==> src/rtl/cla_result_serializer_pkg.sv <==
// Shared definitions for the CLA result serializer: default widths and FSM states.
package cla_result_serializer_pkg;

    localparam int DEF_WIDTH = 4;
    localparam int DEF_CNT_W = 8;

    typedef enum logic [0:0] {
        ST_IDLE  = 1'b0,
        ST_SHIFT = 1'b1
    } ser_state_e;

endpackage

==> src/rtl/cla_result_hold.sv <==
// Single-entry holding register with full flag. Load and take are mutually
// exclusive by construction upstream (load only when empty, take only when full).
module cla_result_hold #(
    parameter int W = 5
) (
    input  logic         clk,
    input  logic         rst,
    input  logic         load,
    input  logic         take,
    input  logic [W-1:0] din,
    output logic [W-1:0] dout,
    output logic         full
);

    // Capture a new result on load, free the entry on take.
    always_ff @(posedge clk) begin
        if (rst) begin
            dout <= '0;
            full <= 1'b0;
        end else if (load) begin
            dout <= din;
            full <= 1'b1;
        end else if (take) begin
            full <= 1'b0;
        end
    end

endmodule

==> src/rtl/cla_result_serializer.sv <==
// Captures {cout,sum} from the CLA adder, double-buffers it and shifts it out
// LSB first as a WIDTH+1 bit frame over a valid/ready serial port.
module cla_result_serializer
    import cla_result_serializer_pkg::*;
#(
    parameter int WIDTH = DEF_WIDTH,
    parameter int CNT_W = DEF_CNT_W
) (
    input  logic             clk,
    input  logic             rst,
    input  logic             in_valid,
    output logic             in_ready,
    input  logic [WIDTH-1:0] in_sum,
    input  logic             in_cout,
    output logic             ser_valid,
    input  logic             ser_ready,
    output logic             ser_data,
    output logic             ser_last,
    output logic             busy,
    output logic [CNT_W-1:0] frames_done
);

    localparam int FW  = WIDTH + 1;
    localparam int BCW = $clog2(WIDTH + 1);

    ser_state_e     state;
    logic [FW-1:0]  shift;
    logic [BCW-1:0] bit_cnt;
    logic [FW-1:0]  hold_data;
    logic           hold_full;
    logic           hold_load;
    logic           hold_take;
    logic           fire;

    // Outputs derive only from registered state; ser_ready never reaches in_ready.
    assign in_ready  = ~hold_full;
    assign ser_valid = (state == ST_SHIFT);
    assign ser_data  = (state == ST_SHIFT) & shift[0];
    assign ser_last  = (state == ST_SHIFT) & (bit_cnt == BCW'(WIDTH));
    assign busy      = (state == ST_SHIFT) | hold_full;
    assign fire      = ser_valid & ser_ready;

    // Hold empties whenever the shifter pulls from it: on an idle cycle, or on
    // the last-bit edge of the current frame for gapless back-to-back frames.
    assign hold_load = in_valid & ~hold_full;
    assign hold_take = hold_full & ((state == ST_IDLE) | (fire & ser_last));

    cla_result_hold #(.W(FW)) u_hold (
        .clk  (clk),
        .rst  (rst),
        .load (hold_load),
        .take (hold_take),
        .din  ({in_cout, in_sum}),
        .dout (hold_data),
        .full (hold_full)
    );

    // Frame FSM: shift register, bit counter and completed-frame counter.
    always_ff @(posedge clk) begin
        if (rst) begin
            state       <= ST_IDLE;
            shift       <= '0;
            bit_cnt     <= '0;
            frames_done <= '0;
        end else begin
            case (state)
                ST_IDLE: begin
                    if (hold_full) begin
                        shift   <= hold_data;
                        bit_cnt <= '0;
                        state   <= ST_SHIFT;
                    end
                end
                ST_SHIFT: begin
                    if (ser_ready) begin
                        if (!ser_last) begin
                            shift   <= shift >> 1;
                            bit_cnt <= bit_cnt + BCW'(1);
                        end else begin
                            frames_done <= frames_done + CNT_W'(1);
                            if (hold_full) begin
                                shift   <= hold_data;
                                bit_cnt <= '0;
                            end else begin
                                state <= ST_IDLE;
                            end
                        end
                    end
                end
                default: state <= ST_IDLE;
            endcase
        end
    end

endmodule

==> config.mk <==
export PLATFORM = sky130hd
export DESIGN_NAME = cla_result_serializer
export DESIGN_NICKNAME = d
export VERILOG_FILES = /design/src/rtl/cla_result_serializer_pkg.sv /design/src/rtl/cla_result_hold.sv /design/src/rtl/cla_result_serializer.sv
export SDC_FILE = /design/constraint.sdc
export NUM_CORES = 1
export LEC_CHECK = 0
export CAP_MARGIN = 0
export CORE_MARGIN = 2
export CORE_UTILIZATION = 53
export DETAILED_ROUTE_END_ITERATION = 10
export PLACE_DENSITY = 0.82
export SLEW_MARGIN = 20
export SYNTH_ARGS = -nofsm -noshare
export SYNTH_HDL_FRONTEND = slang
export SYNTH_SLANG_ARGS = --single-unit
==> constraint.sdc <==
create_clock -name clk -period 2.5 [get_ports clk]
set_input_delay 0.5 -clock clk [delete_from_list [all_inputs] [get_ports clk]]
set_output_delay 0.5 -clock clk [all_outputs]
set_load 0.03 [all_outputs]
==> results of run 1 <==
==> layer usage <==
metal  vias to the layer above  GRT usage  share of wire
li1                        460          -              -
met1                       421      0.250           0.47
met2                        24      0.299           0.48
met3                         0     0.0309          0.049
met4                         0     0.0571              0
met5                         -          0              0
==> sequential cells by signal, summed over array words and instances (netlist names) <==
signal / cells
bit_cnt: 3
u_hold.dout: 5
shift: 5
u_hold.full: 1
frames_done: 8
ser_valid: 1
==> logic make-up (layout without fill, tap and decap cells) <==
group,after synthesis,count (layout),synth area share
compound gates,30,30,0.199
flops,23,23,0.435
xor+xnor,1,1,0.00828
simple gates,35,35,0.205
mux,6,6,0.0567
buf+inv,14,36,0.0615
fa+ha+maj,3,3,0.0355
==> cells in the mapped netlist <==
library cell,number
a211oi_1,1
a21o_1,1
a21o_2,1
a21oi_1,10
a221oi_1,1
a31o_2,1
a31oi_1,5
and2_2,2
and3_1,1
and3_2,1
and4b_1,1
buf_6,1
clkbuf_1,3
dfxtp_1,23
dlygate4sd1_1,1
ha_1,3
inv_1,9
mux2i_1,6
nand2_1,4
nand3_1,4
nand3b_1,1
nand4_1,1
nand4_4,1
nor2_1,9
nor2b_1,1
nor4b_1,1
o21ai_0,1
o221a_2,4
o31ai_1,5
or2_2,1
or2b_1,1
or3_2,1
or4_1,5
xor2_1,1
==> metrics by stage <==
| step | hold slack (ps) | instance area (µm²) | power, mW | std cells | utilization |
|---|---|---|---|---|---|
| 2_1_floorplan | 460 | 1060 | 0.455 | 112 | - |
| 3_3_place_gp | 467 | 1290 | 0.489 | 157 | 0.669 |
| 3_5_place_dp | 486 | 1290 | 0.491 | 157 | 0.669 |
| 4_1_cts | 508 | 1310 | 0.659 | 161 | 0.684 |
| 5_1_grt | 534 | 1310 | 0.687 | 161 | 0.684 |
| 6_report | 506 | 1310 | 0.652 | 161 | 0.684 |
==> final cells by class <==
type | instances | area [µm²]
Clock buffer | 3 | 22.5
Clock inverter | 1 | 5.00
Fill cell | 172 | 608
Inverter | 9 | 33.8
Multi-Input combinational cell | 75 | 533
Sequential cell | 23 | 460
Tap cell | 27 | 33.8
Timing Repair Buffer | 23 | 225
==> power breakdown <==
group          leakage [nW]  internal, mW  switching [mW]
Sequential            0.188         0.382          0.0128
Combinational         0.270        0.0449          0.0432
Clock                0.0177        0.0596           0.110
Total                 0.475         0.487           0.165
==> critical path, stage by stage, from the launching register on <==
cell,delay [ps]
dfxtp_1,360
inv_1,60
ha_1,290
and3_2,210
clkdlybuf4s50_1,660
==> path summary, 6_finish.rpt <==
kind                                      from              to  slack (ps)  cells after the start
worst max-delay path                bit_cnt[0]        ser_last         120                      4
worst min-delay path            u_hold.dout[4]        shift[4]         510                      2
worst max register to register      bit_cnt[0]  frames_done[6]         800                      5
worst min register to register  u_hold.dout[4]        shift[4]         510                      2
==> out/results.ini, run 1 <==
[run_status]
outcome = completed

[global_route]
grt_pass1_vias = 767
grt_start_max_net_pins = 16
antenna_found_initial = 0
gr-total-overflow = 0
grt_pass1_wl_mm = 3.44
grt_usage = 0.184

[place]
io_buffer_count = 21
dp_hpwl_mm = 1.53
gp_congestion = 0.775
pre_cts_ws_ps = 438

[logic_synthesis]
synthesis.nets = 124
yosys_warnings = 0
netlist.area_leader.share = 0.435
ys_types = 34
synth_seq_cells = 23
avgSynthCellArea_um2 = 9.45
yosysSeqAreaShare = 0.435
yosysTopAreaCell = dfxtp_1
synthesis.area_um2 = 1060
syn_inst = 112
synth.area.top_cells = dfxtp_1 (43%), mux2i_1 (5.7%), a21oi_1 (4.7%), o221a_2 (4.3%), ha_1 (3.5%)

[pwr]
irDropWorstVdd_mv = 0.369
p_per_area_nw_per_um2 = 497
power_leakage_nw = 0.475

[worst_setup_path]
cp.arrival_ps = 1880
end_kind = primary output
cp.required_ps = 2000
crit_fanout = 6
crit_type = reg -> out
startpoint_type = flop

[finish]
final_common_cell = dfxtp_1
syn_to_final_growth_pct = 24.1
fin_nets = 147
layout-drive-gt1-share = 0.134
layout_common_cells = dfxtp_1 (23), clkdlybuf4s50_1 (21), a21oi_1 (10)
antennaDiodeCount = 0

[clock_tree]
cts_buffers = 3
cts_resized = 0
cts-htree-levels = 1
postCtsHoldBufs = 0
post-cts-setup-buffers = 0
cts_tree = done
clock_latency_ps = 310
clk_path_buf_depth = 2
cts_root_buf = clkbuf_4
cts.sinks = 23
clk_pin_slew_ps = 130

[timing]
fin_crit_sh = 0.951
skew_ps = 6.30
tns_ps = 0
drv_slew = 0
max_slew_margin = 0.774
setup_slack_ps = 122
setup_violations = 0
min_period_ps = 2380
hold_violations = 0
max_freq_mhz = 420
rsz0062_at_grt = no
worstMarginPinSlew_ps = 338

[hold_path]
hold_class = reg -> reg

[die]
die_w_um = 48.7
fp.coreArea_um2 = 1920
io-pin-count = 22
dieArea_um2 = 2370
rows = 16
initial_core_util = 0.551
die_height_um = 48.7

[detailed_routing]
num_vias = 905
drt_wl_total_mm = 2.06
ant_nets = 0
routed_via_density = 5.62
dr.pass1.iters = 4
drc = 0
routedWlPerCell_um = 12.8
drtIter0Drc = 12

[job]
drv_cap = 0

Power figures use the tool's default switching activity.
==> run 2: changes to the inputs <==
CORE_UTILIZATION = 44   (was 53)
PLACE_DENSITY = 0.73   (was 0.82)
clock period = 1.95 ns   (was 2.5 ns; I/O delays follow)
==> run 2 against run 1 <==
Against the previous run:
- critical path depth did not move
- sequential cell count is the same
- die area grew 19%
- via count up 5.0%
- clock-buffer cell count rose by 1
- clock skew rose by 4.0 ps
==> out/results.ini, run 2 (synthesized netlist as in run 1, its figures left out) <==
[run_status]
outcome = completed  ; unchanged

[finish]
fin_nets = 154  ; was 147
stdcell_count = 169  ; was 161
final_common_cell = dfxtp_1  ; unchanged
final_area_um2 = 1370  ; was 1310 µm²
layout_common_cells = dfxtp_1 (21), clkdlybuf4s50_1 (16), a21oi_1 (10)  ; was dfxtp_1 (23), clkdlybuf4s50_1 (21), a21oi_1 (10)
syn_to_final_growth_pct = 29.1  ; was 24.1%
layout-drive-gt1-share = 0.184  ; was 0.134
top_register = frames_done  ; unchanged
antennaDiodeCount = 0  ; unchanged
largest_register_ffs = 8  ; unchanged
top_regs = frames_done (8), shift (5), u_hold.dout (5)  ; unchanged

[clock_tree]
postCtsHoldBufs = 0  ; unchanged
cts_tree = done  ; unchanged
clk_pin_slew_ps = 130  ; about the same
cts.sinks = 23  ; unchanged
clock_latency_ps = 300  ; was 310 ps
cts_buffers = 3  ; unchanged
cts_root_buf = clkbuf_4  ; unchanged
clk_path_buf_depth = 2  ; unchanged
cts-htree-levels = 1  ; unchanged

[hold_path]
hold_start = bit_cnt[0]  ; was u_hold.dout[4]
hold_class = reg -> reg  ; unchanged
min_path_cells = 1  ; was 2

[die]
fp.coreArea_um2 = 2230  ; was 1920 µm²
die_w_um = 53.1  ; was 48.7 µm
dieArea_um2 = 2810  ; was 2370 µm²
die_height_um = 53.1  ; was 48.7 µm
initial_core_util = 0.474  ; was 0.551
io-pin-count = 22  ; unchanged
rows = 17  ; was 16

[pwr]
p_total_mw = 0.840  ; was 0.652 mW
irDropWorstVdd_mv = 0.454  ; was 0.369 mV
power_leakage_nw = 0.526  ; was 0.475 nW
p_per_area_nw_per_um2 = 615  ; was 497 nW/µm²

[detailed_routing]
routedWlPerCell_um = 13.5  ; was 12.8 µm
num_vias = 950  ; was 905
drc = 0  ; unchanged
routed_via_density = 5.62  ; about the same
ant_nets = 0  ; unchanged
drt_wl_total_mm = 2.28  ; was 2.06 mm
dr.pass1.iters = 4  ; unchanged
drtIter0Drc = 14  ; was 12

[timing]
min_period_ps = 1870
max_slew_margin = 0.789  ; was 0.774
tns_ps = 0  ; unchanged
rsz0062_at_grt = no  ; unchanged
worstMarginPinSlew_ps = 316  ; was 338 ps
setup_slack_ps = 78.4  ; was 122 ps
max_freq_mhz = 534
skew_ps = 10.3  ; was 6.30 ps
drv_slew = 0  ; unchanged
setup_violations = 0  ; unchanged
fin_crit_sh = 0.960
hold_violations = 0  ; unchanged

[place]
postPlaceCellArea_um2 = 1340  ; was 1290 µm²
gp_congestion = 0.761  ; was 0.775
io_buffer_count = 21  ; unchanged
placed_cells = 165  ; was 157
dp_hpwl_mm = 1.70  ; was 1.53 mm
pre_cts_ws_ps = 15.3  ; was 438 ps

[worst_setup_path]
cp.required_ps = 1560  ; was 2000 ps
critPathMaxStageDelay_ps = 370  ; was 660 ps
reg2reg_depth = 6  ; was 5
cp.arrival_ps = 1480  ; was 1880 ps
crit_type = reg -> out  ; unchanged
cp_slowest_cell = dfxtp_2  ; was clkdlybuf4s50_1
startpoint_type = flop  ; unchanged
end_kind = primary output  ; unchanged
crit_fanout = 4  ; was 6
crit_start = bit_cnt[0]  ; unchanged
path_cells = inv_1, ha_1, and3_2, dlygate4sd2_1  ; was inv_1, ha_1, and3_2, clkdlybuf4s50_1
rr_startpoint = bit_cnt[0]  ; unchanged

[global_route]
gr-total-overflow = 0  ; unchanged
grt_start_max_net_pins = 17  ; was 16
antenna_found_initial = 0  ; unchanged
grt_pass1_wl_mm = 3.77  ; was 3.44 mm
grt_pass1_vias = 888  ; was 767
grt_usage = 0.180  ; was 0.184

[job]
drv_cap = 0  ; unchanged

run 2: changes by cell type in the layout (fill, tap and decap cells not counted), sizes merged:
| cell | before | now |
|---|---|---|
| clkbuf | 3 | 4 |
| clkinv | 1 | 0 |
| dlymetal6s2s | 0 | 1 |
| clkdlybuf4s50 | 21 | 16 |
| dlygate4sd2 | 0 | 4 |
| buf | 2 | 9 |
run 2: worst paths after layout:
| check | to | slack (ps) |
|---|---|---|
| max | ser_last | 80 |
| min | bit_cnt[0] | 470 |
| max reg2reg | frames_done[7] | 300 |
| min reg2reg | bit_cnt[0] | 470 |
run 2: cell type report:
cell class / count / area (µm²)
Fill cell: 206 / 867
Multi-Input combinational cell: 75 / 533
Sequential cell: 23 / 463
Timing Repair Buffer: 30 / 275
Tap cell: 28 / 35.0
Inverter: 9 / 33.8
Clock buffer: 4 / 26.3
run 2: critical path, delay by kind of cell (launching register included):
kind,cells,cell delay (ps)
buf+inv,2,410
flops,1,370
fa+ha+maj,1,200
simple gates,1,200
run 2: through the flow:
step / util / hold slack [ps]
floorplan: - / 460
global placement: 0.600 / 466
detailed placement: 0.600 / 476
CTS: 0.610 / 494
global route: 0.612 / 479
finish: 0.612 / 469
run 2: per-layer routing:
layer | vias up | routed length (µm) | GRT usage
li1 | 472 | - | -
met1 | 455 | 962 | 0.211
met2 | 21 | 1210 | 0.329
met3 | 2 | 85 | 0.0254
met4 | 0 | 16 | 0.0641
met5 | - | 0 | 0
run 2: where the power goes:
| group | total, mW | switching (mW) | internal (mW) |
|---|---|---|---|
| clock | 0.215 | 0.136 | 0.0795 |
| combinational | 0.120 | 0.0602 | 0.0603 |
| sequential | 0.504 | 0.0137 | 0.491 |
run 2: timing repair:
| item | in CTS | in global routing |
|---|---|---|
| endpoints found under the setup margin | 4 | 2 |
| cloned | 0 | 0 |
| gates resized for setup | 5 | 2 |
| buffers inserted | 0 | 0 |
==> run 3: changes to the inputs <==
CELL_PAD_IN_SITES_DETAIL_PLACEMENT = 1   (was unset)
CELL_PAD_IN_SITES_GLOBAL_PLACEMENT = 1   (was unset)
CORE_UTILIZATION = 37   (was 44)
PLACE_DENSITY = unset   (was 0.73)
PLACE_DENSITY_LB_ADDON = 0.1   (was unset)
clock period = 1.87 ns   (was 1.95 ns; I/O delays follow)
==> run 3 against run 2 <==
Against the previous run:
- clock skew shrank 5.6 ps
- routed wire length grew 16%
- clock-buffer cell count is the same
- global-route usage shrank 0.73 points
- largest cell class unchanged
- largest power group unchanged
==> out/results.ini, run 3 (synthesized netlist as in run 1, its figures left out) <==
[place]
dp_hpwl_mm = 1.99  ; was 1.70 mm
io_buffer_count = 21  ; unchanged
gp_congestion = 0.746  ; was 0.761
pre_cts_ws_ps = -76.6  ; was 15.3 ps

[die]
die_height_um = 57.5  ; was 53.1 µm
rows = 19  ; was 17
dieArea_um2 = 3300  ; was 2810 µm²
initial_core_util = 0.387  ; was 0.474
die_w_um = 57.5  ; was 53.1 µm
io-pin-count = 22  ; unchanged
fp.coreArea_um2 = 2730  ; was 2230 µm²

[hold_path]
hold_class = reg -> reg  ; unchanged
min_path_cells = 1  ; unchanged

[finish]
largest_register_ffs = 8  ; unchanged
final_common_cell = dfxtp_1  ; unchanged
fillerInstances = 301  ; was 206
top_regs = frames_done (8), shift (5), u_hold.dout (5)  ; unchanged
fin_nets = 153  ; was 154
top_register = frames_done  ; unchanged
syn_to_final_growth_pct = 28.8  ; was 29.1%
antennaDiodeCount = 0  ; unchanged
layout-drive-gt1-share = 0.193  ; was 0.184
layout_common_cells = dfxtp_1 (21), clkdlybuf4s50_1 (16), a21oi_1 (10)  ; unchanged

[worst_setup_path]
critPathMaxStageDelay_ps = 700  ; was 370 ps
crit_cells = 1  ; was 4
reg2reg_depth = 5  ; was 6
path_cells = clkdlybuf4s50_1  ; was inv_1, ha_1, and3_2, dlygate4sd2_1
cp.required_ps = 1500  ; was 1560 ps
crit_fanout = 5  ; was 4
crit_type = reg -> out  ; unchanged
cp_num_buf_inv = 1  ; was 2
path_delay_family = buffers and inverters  ; unchanged
startpoint_type = flop  ; unchanged
end_kind = primary output  ; unchanged
cp.arrival_ps = 1430  ; was 1480 ps
cp_slowest_cell = clkdlybuf4s50_1  ; was dfxtp_2

[detailed_routing]
dr.pass1.iters = 4  ; unchanged
routed_via_density = 5.57  ; was 5.62
drc = 0  ; unchanged
routedWlPerCell_um = 15.5  ; was 13.5 µm
ant_nets = 0  ; unchanged
drtIter0Drc = 20  ; was 14
num_vias = 952  ; was 950
drt_wl_total_mm = 2.65  ; was 2.28 mm

[pwr]
irDropWorstVdd_mv = 0.504  ; was 0.454 mV
power_leakage_nw = 0.528  ; was 0.526 nW
p_per_area_nw_per_um2 = 650  ; was 615 nW/µm²

[global_route]
grt_pass1_wl_mm = 4.40  ; was 3.77 mm
gr-usage-met2 = 0.302  ; was 0.329
met1_usage = 0.201  ; was 0.211
antenna_found_initial = 0  ; unchanged
grt_pass1_vias = 996  ; was 888
gr-total-overflow = 0  ; unchanged
grt_usage = 0.173  ; was 0.180
busiest_layer = met2  ; unchanged
met3_usage = 0.0499  ; was 0.0254
grt_start_max_net_pins = 13  ; was 17

[clock_tree]
cts_buffers = 3  ; unchanged
clock_latency_ps = 310  ; was 300 ps
cts_tree = done  ; unchanged
postCtsHoldBufs = 0  ; unchanged
post-cts-setup-buffers = 0  ; unchanged
cts_root_buf = clkbuf_4  ; unchanged
cts.sinks = 23  ; unchanged
clk_pin_slew_ps = 120  ; was 130 ps
cts-htree-levels = 1  ; unchanged
clk_path_buf_depth = 2  ; unchanged

[timing]
skew_ps = 4.72  ; was 10.3 ps
max_slew_margin = 0.710  ; was 0.789
tns_ps = 0  ; unchanged
rsz0062_at_grt = no  ; unchanged
max_freq_mhz = 556
drv_slew = 0  ; unchanged
setup_slack_ps = 70.7  ; was 78.4 ps
min_period_ps = 1800
fin_crit_sh = 0.962
setup_violations = 0  ; unchanged
worstMarginPinSlew_ps = 433  ; was 316 ps
hold_violations = 0  ; unchanged

[run_status]
outcome = completed  ; unchanged

[job]
drv_cap = 0  ; unchanged

==> run 3: changes by cell type in the layout (fill, tap and decap cells not counted), sizes merged <==
cell,change
dlygate4sd2,-1
==> run 3: path summary, 6_finish.rpt <==
check | slack, ps | startpoint | end
max reg2reg | 200 | bit_cnt[1] | frames_done[3]
min | 480 | bit_cnt[0] | bit_cnt[0]
min reg2reg | 480 | bit_cnt[0] | bit_cnt[0]
max | 70 | frames_done[5] | frames_done[5]
==> run 3: layout make-up <==
cell class | count | area (µm²) | area share
tap | 31 | 38.8 | 0.0284
inverter | 9 | 33.8 | 0.0248
multi-input combinational | 75 | 536 | 0.393
clock buffer | 4 | 26.3 | 0.0193
sequential | 23 | 463 | 0.339
timing repair buffer | 29 | 267 | 0.195
==> run 3: per-layer routing <==
| layer | up-vias | wire length [µm] |
|---|---|---|
| met1 | 461 | 1230 |
| met5 | - | 0 |
| met2 | 17 | 1300 |
| li1 | 472 | - |
| met3 | 2 | 97 |
| met4 | 0 | 18 |
==> run 3: repair_timing <==
item,in CTS,in global routing
pin swaps,0,0
resized for setup,4,3
setup endpoints to repair,4,2
==> run 3: through the flow <==
stage	hold WS, ps	power, mW	cell area [µm²]	instances	util
final	475	0.887	1360	171	0.499
after global routing	497	0.935	1360	171	0.499
after CTS	499	0.898	1360	171	0.497
after detailed placement	480	0.668	1330	167	0.488
after global placement	474	0.664	1330	167	0.488
after floorplan	460	0.609	1060	112	-
==> run 3: report_power, final <==
part	total, mW	leakage (nW)	switching [mW]	internal [mW]
Clock	0.232	0.0150	0.149	0.0834
Combinational	0.129	0.325	0.0656	0.0637
Sequential	0.526	0.188	0.0140	0.512
Total	0.887	0.528	0.228	0.659
